### src/rtl/gray_code_pipe.sv
// Two-stage valid/ready Gray <-> binary converter; mode travels with each beat.
// Optional Gray step checking is built only when GRAY_STEP_CHECK_EN is defined.
module gray_code_pipe #(
    parameter int WIDTH = 4
) (
    input  logic             clk,
    input  logic             rst,
    input  logic             in_valid,
    output logic             in_ready,
    input  logic [WIDTH-1:0] in_data,
    input  logic             in_mode,
    output logic             out_valid,
    input  logic             out_ready,
    output logic [WIDTH-1:0] out_data,
    output logic             out_mode,
    output logic             step_err
);

    logic                    r_vld_p1;
    logic signed [WIDTH-1:0] r_data_p1;
    logic                    r_mode_p1;
    logic                    r_vld_p2;
    logic signed [WIDTH-1:0] r_data_p2;
    logic                    r_mode_p2;
    logic                    r_err_p2;

    logic                    w_s2_adv;
    logic                    w_s1_adv;
    logic                    w_in_xfer;
    logic signed [WIDTH-1:0] w_conv_p1;
    logic                    w_err_p1;

    function automatic logic [WIDTH-1:0] gray_to_bin(input logic [WIDTH-1:0] g);
        logic [WIDTH-1:0] b;
        b = '0;
        b[WIDTH-1] = g[WIDTH-1];
        for (int i = WIDTH - 2; i >= 0; i--) begin
            b[i] = b[i+1] ^ g[i];
        end
        return b;
    endfunction

    function automatic logic [WIDTH-1:0] bin_to_gray(input logic [WIDTH-1:0] b);
        return b ^ (b >> 1);
    endfunction

    assign w_s2_adv  = !r_vld_p2 || out_ready;
    assign w_s1_adv  = r_vld_p1 && w_s2_adv;
    assign in_ready  = !r_vld_p1 || w_s2_adv;
    assign w_in_xfer = in_valid && in_ready;

    // Stage 0 -> 1: capture the raw word and its mode
    always_ff @(posedge clk or posedge rst) begin
        if (rst) begin
            r_vld_p1 <= 1'b0;
        end else if (w_in_xfer) begin
            r_vld_p1 <= 1'b1;
        end else if (w_s1_adv) begin
            r_vld_p1 <= 1'b0;
        end
    end

    always_ff @(posedge clk) begin
        if (w_in_xfer) begin
            r_data_p1 <= in_data;
            r_mode_p1 <= in_mode;
        end
    end

    assign w_conv_p1 = r_mode_p1 ? bin_to_gray(r_data_p1) : gray_to_bin(r_data_p1);

`ifdef GRAY_STEP_CHECK_EN
    logic [WIDTH-1:0] r_hist;
    logic             r_hist_vld;

    // More than one set bit means the Gray word moved by more than one step
    function automatic logic multi_bit(input logic [WIDTH-1:0] d);
        return (d & (d - WIDTH'(1))) != '0;
    endfunction

    always_ff @(posedge clk or posedge rst) begin
        if (rst) begin
            r_hist     <= '0;
            r_hist_vld <= 1'b0;
        end else if (w_s1_adv) begin
            if (!r_mode_p1) begin
                r_hist     <= r_data_p1;
                r_hist_vld <= 1'b1;
            end else begin
                r_hist_vld <= 1'b0;
            end
        end
    end

    assign w_err_p1 = !r_mode_p1 && r_hist_vld && multi_bit(r_hist ^ r_data_p1);
`else
    assign w_err_p1 = 1'b0;
`endif

    // Stage 1 -> 2: output register, cleared by reset so no partial beat escapes
    always_ff @(posedge clk or posedge rst) begin
        if (rst) begin
            r_vld_p2  <= 1'b0;
            r_data_p2 <= '0;
            r_mode_p2 <= 1'b0;
            r_err_p2  <= 1'b0;
        end else if (w_s2_adv) begin
            r_vld_p2 <= r_vld_p1;
            if (r_vld_p1) begin
                r_data_p2 <= w_conv_p1;
                r_mode_p2 <= r_mode_p1;
                r_err_p2  <= w_err_p1;
            end
        end
    end

    assign out_valid = r_vld_p2;
    assign out_data  = r_data_p2;
    assign out_mode  = r_mode_p2;
    assign step_err  = r_err_p2;

endmodule

### config.mk
export PLATFORM = sky130hd
export DESIGN_NAME = gray_code_pipe
export DESIGN_NICKNAME = d
export VERILOG_FILES = /design/src/rtl/gray_code_pipe.sv
export SDC_FILE = /design/constraint.sdc
export NUM_CORES = 1
export LEC_CHECK = 0
export BUFFER_PORTS_ARGS = -buffer_cell sky130_fd_sc_hd__buf_2
export CAP_MARGIN = 0
export CORE_AREA = 2 2 39 41
export DETAILED_ROUTE_END_ITERATION = 10
export DIE_AREA = 0 0 41 43
export GPL_ROUTABILITY_DRIVEN = 0
export HOLD_SLACK_MARGIN = 0.06
export PLACE_DENSITY = 0.66
export SLEW_MARGIN = 15
export SYNTH_ARGS = -nofsm -noshare
export SYNTH_HDL_FRONTEND = slang
export SYNTH_SLANG_ARGS = --single-unit
### constraint.sdc
create_clock -name clk -period 3.33 [get_ports clk]
set_input_delay 0.1665 -clock clk [delete_from_list [all_inputs] [get_ports clk]]
set_output_delay 0.1665 -clock clk [all_outputs]
set_load 0.01 [all_outputs]
==> results of run 1 <==
==> worst register-to-register path, delay by kind of cell (launching register included) <==
kind | cells | cell delay, ns
AND/OR/NAND/NOR | 3 | 0.60
flip-flops | 1 | 0.36
==> flip-flops by register name, indices dropped and copies added (netlist names) <==
signal	flops
out_data	4
r_data_p1	4
out_mode	1
out_valid	1
r_mode_p1	1
r_vld_p1	1
==> cell type report <==
class / instances / area [sq um] / share of cell area [%]
sequential: 12 / 325.3 / 49.06
multi-input combinational: 23 / 155.1 / 23.40
timing repair buffer: 20 / 125.1 / 18.87
clock buffer: 3 / 22.52 / 3.396
tap: 16 / 20.02 / 3.019
inverter: 3 / 11.26 / 1.698
clock inverter: 1 / 3.754 / 0.5660
==> path summary, 6_finish.rpt <==
| path | from | endpoint | slack, ns | cells past startpoint |
|---|---|---|---|---|
| setup / recovery | out_valid | in_ready | 2.01 | 3 |
| hold / removal | in_data[2] | r_data_p1[2] | 0.07 | 1 |
| setup reg to reg | out_valid | r_mode_p1 | 2.12 | 3 |
| hold reg to reg | out_data[2] | out_data[2] | 0.49 | 1 |
| max in group asynchronous | rst | out_data[2] | 2.76 | 3 |
| min in group asynchronous | rst | out_data[1] | 0.36 | 3 |
==> power by group <==
group	internal [mW]	switching (mW)
combinational	0.0309	0.0313
clock	0.0434	0.0453
sequential	0.173	0.00937
total	0.248	0.0860
==> Yosys cell counts (all sizes together) <==
cell type	instances
dfrtp	7
edfxtp	5
o21ai	5
inv	3
nand2	3
xor2	3
mux2	2
nand2b	2
nor2b	2
a21oi	1
and2	1
and3	1
buf	1
conb	1
o31ai	1
xnor2	1
==> timing repair <==
action,in CTS,in global routing
hold buffers,2,3
endpoints found under the setup margin,0,0
hold endpoints to repair,8,3
==> metrics by stage <==
step / cells / power (mW) / worst slack [ns] / hold WS (ns) / instance area, sq um
3_5_place_dp: 69 / 0.2451 / 2.132 / 0.1145 / 586.8
4_1_cts: 75 / 0.3376 / 1.998 / 0.06076 / 633.1
3_3_place_gp: 69 / 0.2439 / 2.154 / 0.1064 / 586.8
2_1_floorplan: 39 / 0.2215 / 2.087 / -0.03010 / 499.2
6_report: 78 / 0.3337 / 2.015 / 0.07014 / 663.1
5_1_grt: 78 / 0.3585 / 1.889 / 0.06420 / 663.1
==> logic make-up after synthesis <==
| family | Yosys count |
|---|---|
| AND/OR/NAND/NOR | 9 |
| XOR/XNOR | 4 |
| buffers and inverters | 4 |
| flip-flops | 12 |
| AO/OA/AOI/OAI | 7 |
| multiplexers | 2 |
| other | 1 |
==> layer usage <==
metal  share of wire (%)  GRT usage (%)
met1                  42          13.27
met2                  45          14.37
met3                 7.7          6.283
met4                 5.0          12.00
met5                   0              0
==> summary.md, run 1 <==
| Metric | Value |
|---|---|
| Cell area after synthesis | `around 500 sq um` |
| Antenna cells | `0` |
| Max Root-Sink Buffers | `2` |
| Initial core utilization | `between 30% and 40%` |
| Clock skew | `about 0.0026 ns` |
| Filler Cell Count | `~140` |
| Rows | `14` |
| First-pass GRT wire length | `1.269 mm` |
| TritonCTS Buffers | `3` |
| Post-CTS sizing | `0` |
| Final ANT Viol Nets | `0` |
| Gr ovfl total | `0` |
| CTS tree | `done` |
| Commonest non-fill, non-tap cell in the layout | `buf_2` |
| Yosys reg bits | `12` |
| Htree depth | `1` |
| CP Max Fanout | `4` |
| CP arrival | `1.15 ns` |
| Hold/Removal Path Class | `primary input to register` |
| Final hold vios | `0` |
| CP Launch Type | `register` |
| Seq/Total Area, Yosys | `between 60% and 70%` |
| CTS sink cnt | `12` |
| Adder-Cell Fraction of Synth Area | `0%` |
| Synthesized instance count | `39` |
| CP endpoint kind | `primary output` |
| RSZ-0062 raised after global routing | `false` |
| Post-Synth XOR/XNOR Area | `7.018%` |
| Clock root cell | `clkbuf_4` |
| Postcts setup bufs | `0` |
| Post-synthesis mux area share | `under 10%` |
| Gr usage total | `between 10% and 20%` |
| Synth cell types | `18` |
| Most frequent cells in the layout | `15 x buf_2, 7 x dfrtp_1, 5 x dlygate4sd3_1, 5 x edfxtp_1` |
| Latest clock arrival within the worst-skew pair | `0.27 ns` |
| Slew Viols, Final | `0` |
| Top post-synthesis cells by area | `dfrtp_1 35%, edfxtp_1 30%, xor2_1 5.3%` |
| CP Class | `register to primary output` |
| Crit path required time | `3.16 ns` |
| Fin crit period | `approximately 1.3 ns` |
| Area growth from synthesis to layout | `32.83%` |
| Drt initial violations | `1` |
| Final Util | `47.92%` |
| DRC Markers | `0` |
| Syn Nets | `48` |
| Vias per inst | `~4.3` |
| Max capacitance violation total | `0` |
| Wire per inst | `roughly 9.7 um` |
| Power per cell area | `503.2 nW/um^2` |
| Core area | `1384 sq um` |
| CP Cell Sequence | `nor2b_1 -> nand2_1 -> buf_2` |
| Area leader, netlist | `dfrtp_1` |
| Total number of vias | `338` |
| Final Setup Violations | `0` |
| Crit-path slowest cell | `dfrtp_1` |
| Synth warn | `0` |
| Largest delay share family, worst path | `simple AND/OR/NAND/NOR gates` |
| Largest net degree at the start of global routing | `8` |
| Top-area cell type share of the netlist area | `35.09%` |
| Die Footprint | `1763 sq um` |
| Routed WL | `755 um` |
| Port bufs | `15` |
| Final period util | `between 30% and 40%` |
| Worst vdd ir | `approximately 240 uV` |
| Worst path buffer plus inverter count | `1` |
| Max Clock Freq | `760.4 MHz` |
| Pleak | `0.3034 nW` |
| Post-synthesis simple-gate area fraction | `between 10% and 20%` |
| DR pass1 iterations | `3` |
| Status | `finished, final reports clean` |
| Die span in y | `43 um` |
| Clock transition at the registers of the reported paths | `0.07 ns` |
| Layout cells sized above 1 | `about a third` |
| Syn avg cell area | `12.80 sq um` |
| Fin Setup TNS | `0 ns` |
| Worst stage delay on the critical path | `between 0.3 and 0.4 ns` |
| Compound-Gate Fraction of Synth Area | `8.521%` |
| Vias in the first global route | `315` |
| Nets | `72` |
| Top-Level Pins | `17` |
| Die width | `41 um` |
| Main combinational cell family by area after synthesis | `simple AND/OR/NAND/NOR gates` |
| Initial antenna violation count | `0` |
Note: power is estimated with default switching activity, not from simulation.
==> run 2: changes to the inputs <==
--- a/config.mk
+++ b/config.mk
@@ -5,6 +5,7 @@
 export SDC_FILE = /design/constraint.sdc
 export NUM_CORES = 1
 export LEC_CHECK = 0
+export ABC_AREA = 1
 export BUFFER_PORTS_ARGS = -buffer_cell sky130_fd_sc_hd__buf_2
 export CAP_MARGIN = 0
 export CORE_AREA = 2 2 39 41
@@ -12,7 +13,7 @@
 export DIE_AREA = 0 0 41 43
 export GPL_ROUTABILITY_DRIVEN = 0
 export HOLD_SLACK_MARGIN = 0.06
-export PLACE_DENSITY = 0.66
+export PLACE_DENSITY = 0.67
 export SLEW_MARGIN = 15
 export SYNTH_ARGS = -nofsm -noshare
 export SYNTH_HDL_FRONTEND = slang
==> constraint.sdc (replaced) <==
create_clock -name clk -period 1.3 [get_ports clk]
set_input_delay 0.065 -clock clk [delete_from_list [all_inputs] [get_ports clk]]
set_output_delay 0.065 -clock clk [all_outputs]
set_load 0.01 [all_outputs]
==> run 2 against run 1 <==
  * Utilization grew 3.0 points
  * Non-clock buffer count rose by 2
  * Clock skew rose by 0.0035 ns
  * Combinational power increased to 3.6 times the previous value
  * Sequential share of layout area decreased by 2.9 points
  * Largest cell class unchanged
  * Register-to-register slack worse by 1.9 ns
  * Synthesized cell count up 49%
  * Power grew to 2.9 times the previous value
  * Clock power grew to 2.7 times the previous value
==> summary.md, run 2 <==
| Metric | Value |
|---|---|
| Int Power | `0.6803 mW (+170%)` |
| Core area | `1384 sq um (unchanged)` |
| Final period util | `81.47%` |
| Syn Nets | `67 (+40%)` |
| Commonest non-fill, non-tap cell in the layout | `nand2_1` |
| Hold/Removal Path Class | `primary input to register` |
| Vias per inst | `4.273 (-1.4%)` |
| Die Footprint | `1763 sq um (unchanged)` |
| Die width | `41 um (unchanged)` |
| Synth warn | `0 (unchanged)` |
| Final ANT Viol Nets | `0 (unchanged)` |
| Antenna cells | `0 (unchanged)` |
| Fin crit period | `1.059 ns` |
| Pleak | `0.3795 nW (+25%)` |
| Met1 WL | `355 um (+12%)` |
| Gate power share | `23.1% (+4.5 points)` |
| Multi-input gate area | `153.9 sq um (-0.81%)` |
| Max Clock Freq | `~940 MHz` |
| Gr usage total | `12.24% (+0.50 points)` |
| Top-Level Pins | `17 (unchanged)` |
| CP Class | `register to register` |
| Final Util | `50.90% (+3.0 points)` |
| CTS sink cnt | `12 (unchanged)` |
| Rows | `14 (unchanged)` |
| Largest delay share family, worst path | `flip-flops` |
| Port bufs | `15 (unchanged)` |
| DR pass1 iterations | `3 (unchanged)` |
| Layout cells sized above 1 | `24.10% (-8.2 points)` |
| Clock transition at the registers of the reported paths | `0.08 ns (about the same)` |
| # placed instances | `88 (+28%)` |
| Top post-synthesis cells by area | `dfrtp_1 34%, edfxtp_1 29%, nand2_1 15%` |
| Synthesized instance count | `58 (+49%)` |
| TritonCTS Buffers | `3 (unchanged)` |
| Setup Slack @ Placement | `0.2508 ns (-1.882 ns)` |
| Most used DFF post-synth | `dfrtp_1` |
| Post-CTS sizing | `0 (unchanged)` |
| Syn avg cell area | `8.974 sq um (-30%)` |
| Wire per inst | `8.707 um (-10%)` |
| Async SR Flop Fraction | `58.33% (unchanged)` |
| Most frequent cells in the layout | `21 x nand2_1, 15 x buf_2, 9 x inv_1` |
| Routed WL | `862 um (+14%)` |
| Detail Route met2 WL | `442 um (+29%)` |
| CTS tree | `done` |
| Total number of vias | `423 (+25%)` |
| Area leader, netlist | `dfrtp_1` |
| Synth cell count leaders | `21 x nand2_1, 9 x inv_1, 7 x dfrtp_1, 5 x edfxtp_1, 5 x nand3_1` |
| Top-area cell type share of the netlist area | `33.65% (-1.4 points)` |
| Latest clock arrival within the worst-skew pair | `0.27 ns (about the same)` |
| Final WS setup | `0.2409 ns (-1.774 ns)` |
| Initial antenna violation count | `0 (unchanged)` |
| Clock Power Share | `24.7% (-1.9 points)` |
| Worst stage delay on the critical path | `0.44 ns (+0.08 ns)` |
| CP endpoint kind | `register` |
| First-pass GRT wire length | `1.331 mm (+4.9%)` |
| RSZ-0062 raised after global routing | `false` |
| CP Cell Sequence | `inv_1 -> nor2_1 -> o21ai_0 -> nand2_1 -> nand2_1 -> nand2_1` |
| Hold Slack | `0.08650 ns (+0.01636 ns)` |
| Synth cell types | `11 (-7)` |
| Seq pwr share | `52.2% (-2.6 points)` |
| Gr ovfl total | `0 (unchanged)` |
| Slew Viols, Final | `0 (unchanged)` |
| Max Root-Sink Buffers | `2 (unchanged)` |
| Count leader, synth | `nand2_1` |
| Clock root cell | `clkbuf_4` |
| Final hold vios | `0 (unchanged)` |
| CP Launch Type | `register` |
| Final non-filler cell total | `99 (+27%)` |
| Met3 wire length | `44 um (-24%)` |
| DRC Markers | `0 (unchanged)` |
| Nets | `93 (+29%)` |
| Status | `finished, final reports clean` |
| Max Used Layer | `met4` |
| Final Setup Violations | `0 (unchanged)` |
| Vias in the first global route | `356 (+13%)` |
| Yosys reg bits | `12 (unchanged)` |
| Largest net degree at the start of global routing | `11 (+3)` |
| Drt initial violations | `4 (+3)` |
| CP arrival | `1.21 ns (+0.06 ns)` |
| Worst path buffer plus inverter count | `1 (unchanged)` |
| CP Max Fanout | `4 (unchanged)` |
| Filler Cell Count | `139 (+0.72%)` |
| Cell area after synthesis | `520.5 sq um (+4.3%)` |
| Most frequent CP cell | `nand2_1` |
| Worst vdd ir | `593.3 uV (+150%)` |
| Max capacitance violation total | `0 (unchanged)` |
| Fin Setup TNS | `0 ns (unchanged)` |
| Crit path required time | `1.46 ns (-1.70 ns)` |
| Sw Ratio | `28.81% (+3.0 points)` |
| Switching power | `0.2754 mW (+220%)` |
| Clock skew | `0.006088 ns (+0.003536 ns)` |
| Initial core utilization | `37.61% (+1.5 points)` |
| Crit-path slowest cell | `edfxtp_1` |
| Die span in y | `43 um (unchanged)` |
| Power per cell area | `1357 nW/um^2 (+170%)` |
| Htree depth | `1 (unchanged)` |
| FF+latch area | `325.3 sq um (unchanged)` |
| Number of flops mapped to enable cells by yosys | `5 (unchanged)` |
| HPWL Detailed | `632.6 um` |
| Seq/Total Area, Yosys | `62.50% (-2.7 points)` |
| Area growth from synthesis to layout | `35.34%` |
run 2: repair_timing:
item	CTS	global route
hold buffers	7	0
buffers inserted	0	0
endpoints found under the hold margin	13	0
run 2: worst min-delay path, cell delays in order:
cell and delay, ns:
buf_2 0.07, inv_1 0.04, nand2_1 0.08, nand2_1 0.06
run 2: power groups by stage:
stage                     sequential (mW)  clock, mW  combinational [mW]
after floorplan                     0.532          0               0.102
after global placement              0.504          0               0.206
after detailed placement            0.509          0               0.208
after CTS                           0.501      0.250               0.225
after global routing                0.510      0.271               0.254
final                               0.499      0.236               0.221
run 2: cell type report:
| cell class | instances | area share (%) |
|---|---|---|
| sequential | 12 | 46.18 |
| multi-input combinational | 36 | 21.85 |
| timing repair buffer | 22 | 20.60 |
| inverter | 9 | 4.796 |
| clock buffer | 4 | 3.730 |
| tap | 16 | 2.842 |
run 2: worst paths after layout:
kind,depth (start not counted),to,slack (ns),start
worst max-delay path,6,out_data[1],0.24,r_data_p1[1]
worst min-delay path,4,out_valid,0.09,out_ready
worst max register to register,6,out_data[1],0.24,r_data_p1[1]
worst min register to register,2,out_data[0],0.48,out_data[0]
max in group asynchronous,3,out_valid,0.82,rst
min in group asynchronous,3,out_data[2],0.26,rst
run 2: metrics by stage:
step,instance area [sq um],power [mW]
after floorplan,520.5,0.6339
after global placement,608.1,0.7095
after detailed placement,608.1,0.7170
after CTS,704.4,0.9761
after global routing,704.4,1.035
final,704.4,0.9557
run 2: per-layer routing:
layer / GRT usage, % / vias to the layer above
met5: 0 / -
met4: 12.00 / 0
met3: 3.141 / 2
met2: 18.75 / 12
met1: 12.20 / 179
li1: - / 230
run 2: logic make-up (layout without fill, tap and decap cells):
group | count (synthesis) | in the layout | share of synthesized area (%)
buffers and inverters | 10 | 35 | 7.933
AO/OA/AOI/OAI | 4 | 4 | 3.846
other | 1 | 1 | 0.7205
AND/OR/NAND/NOR | 31 | 31 | 25.00
flip-flops | 12 | 12 | 62.50
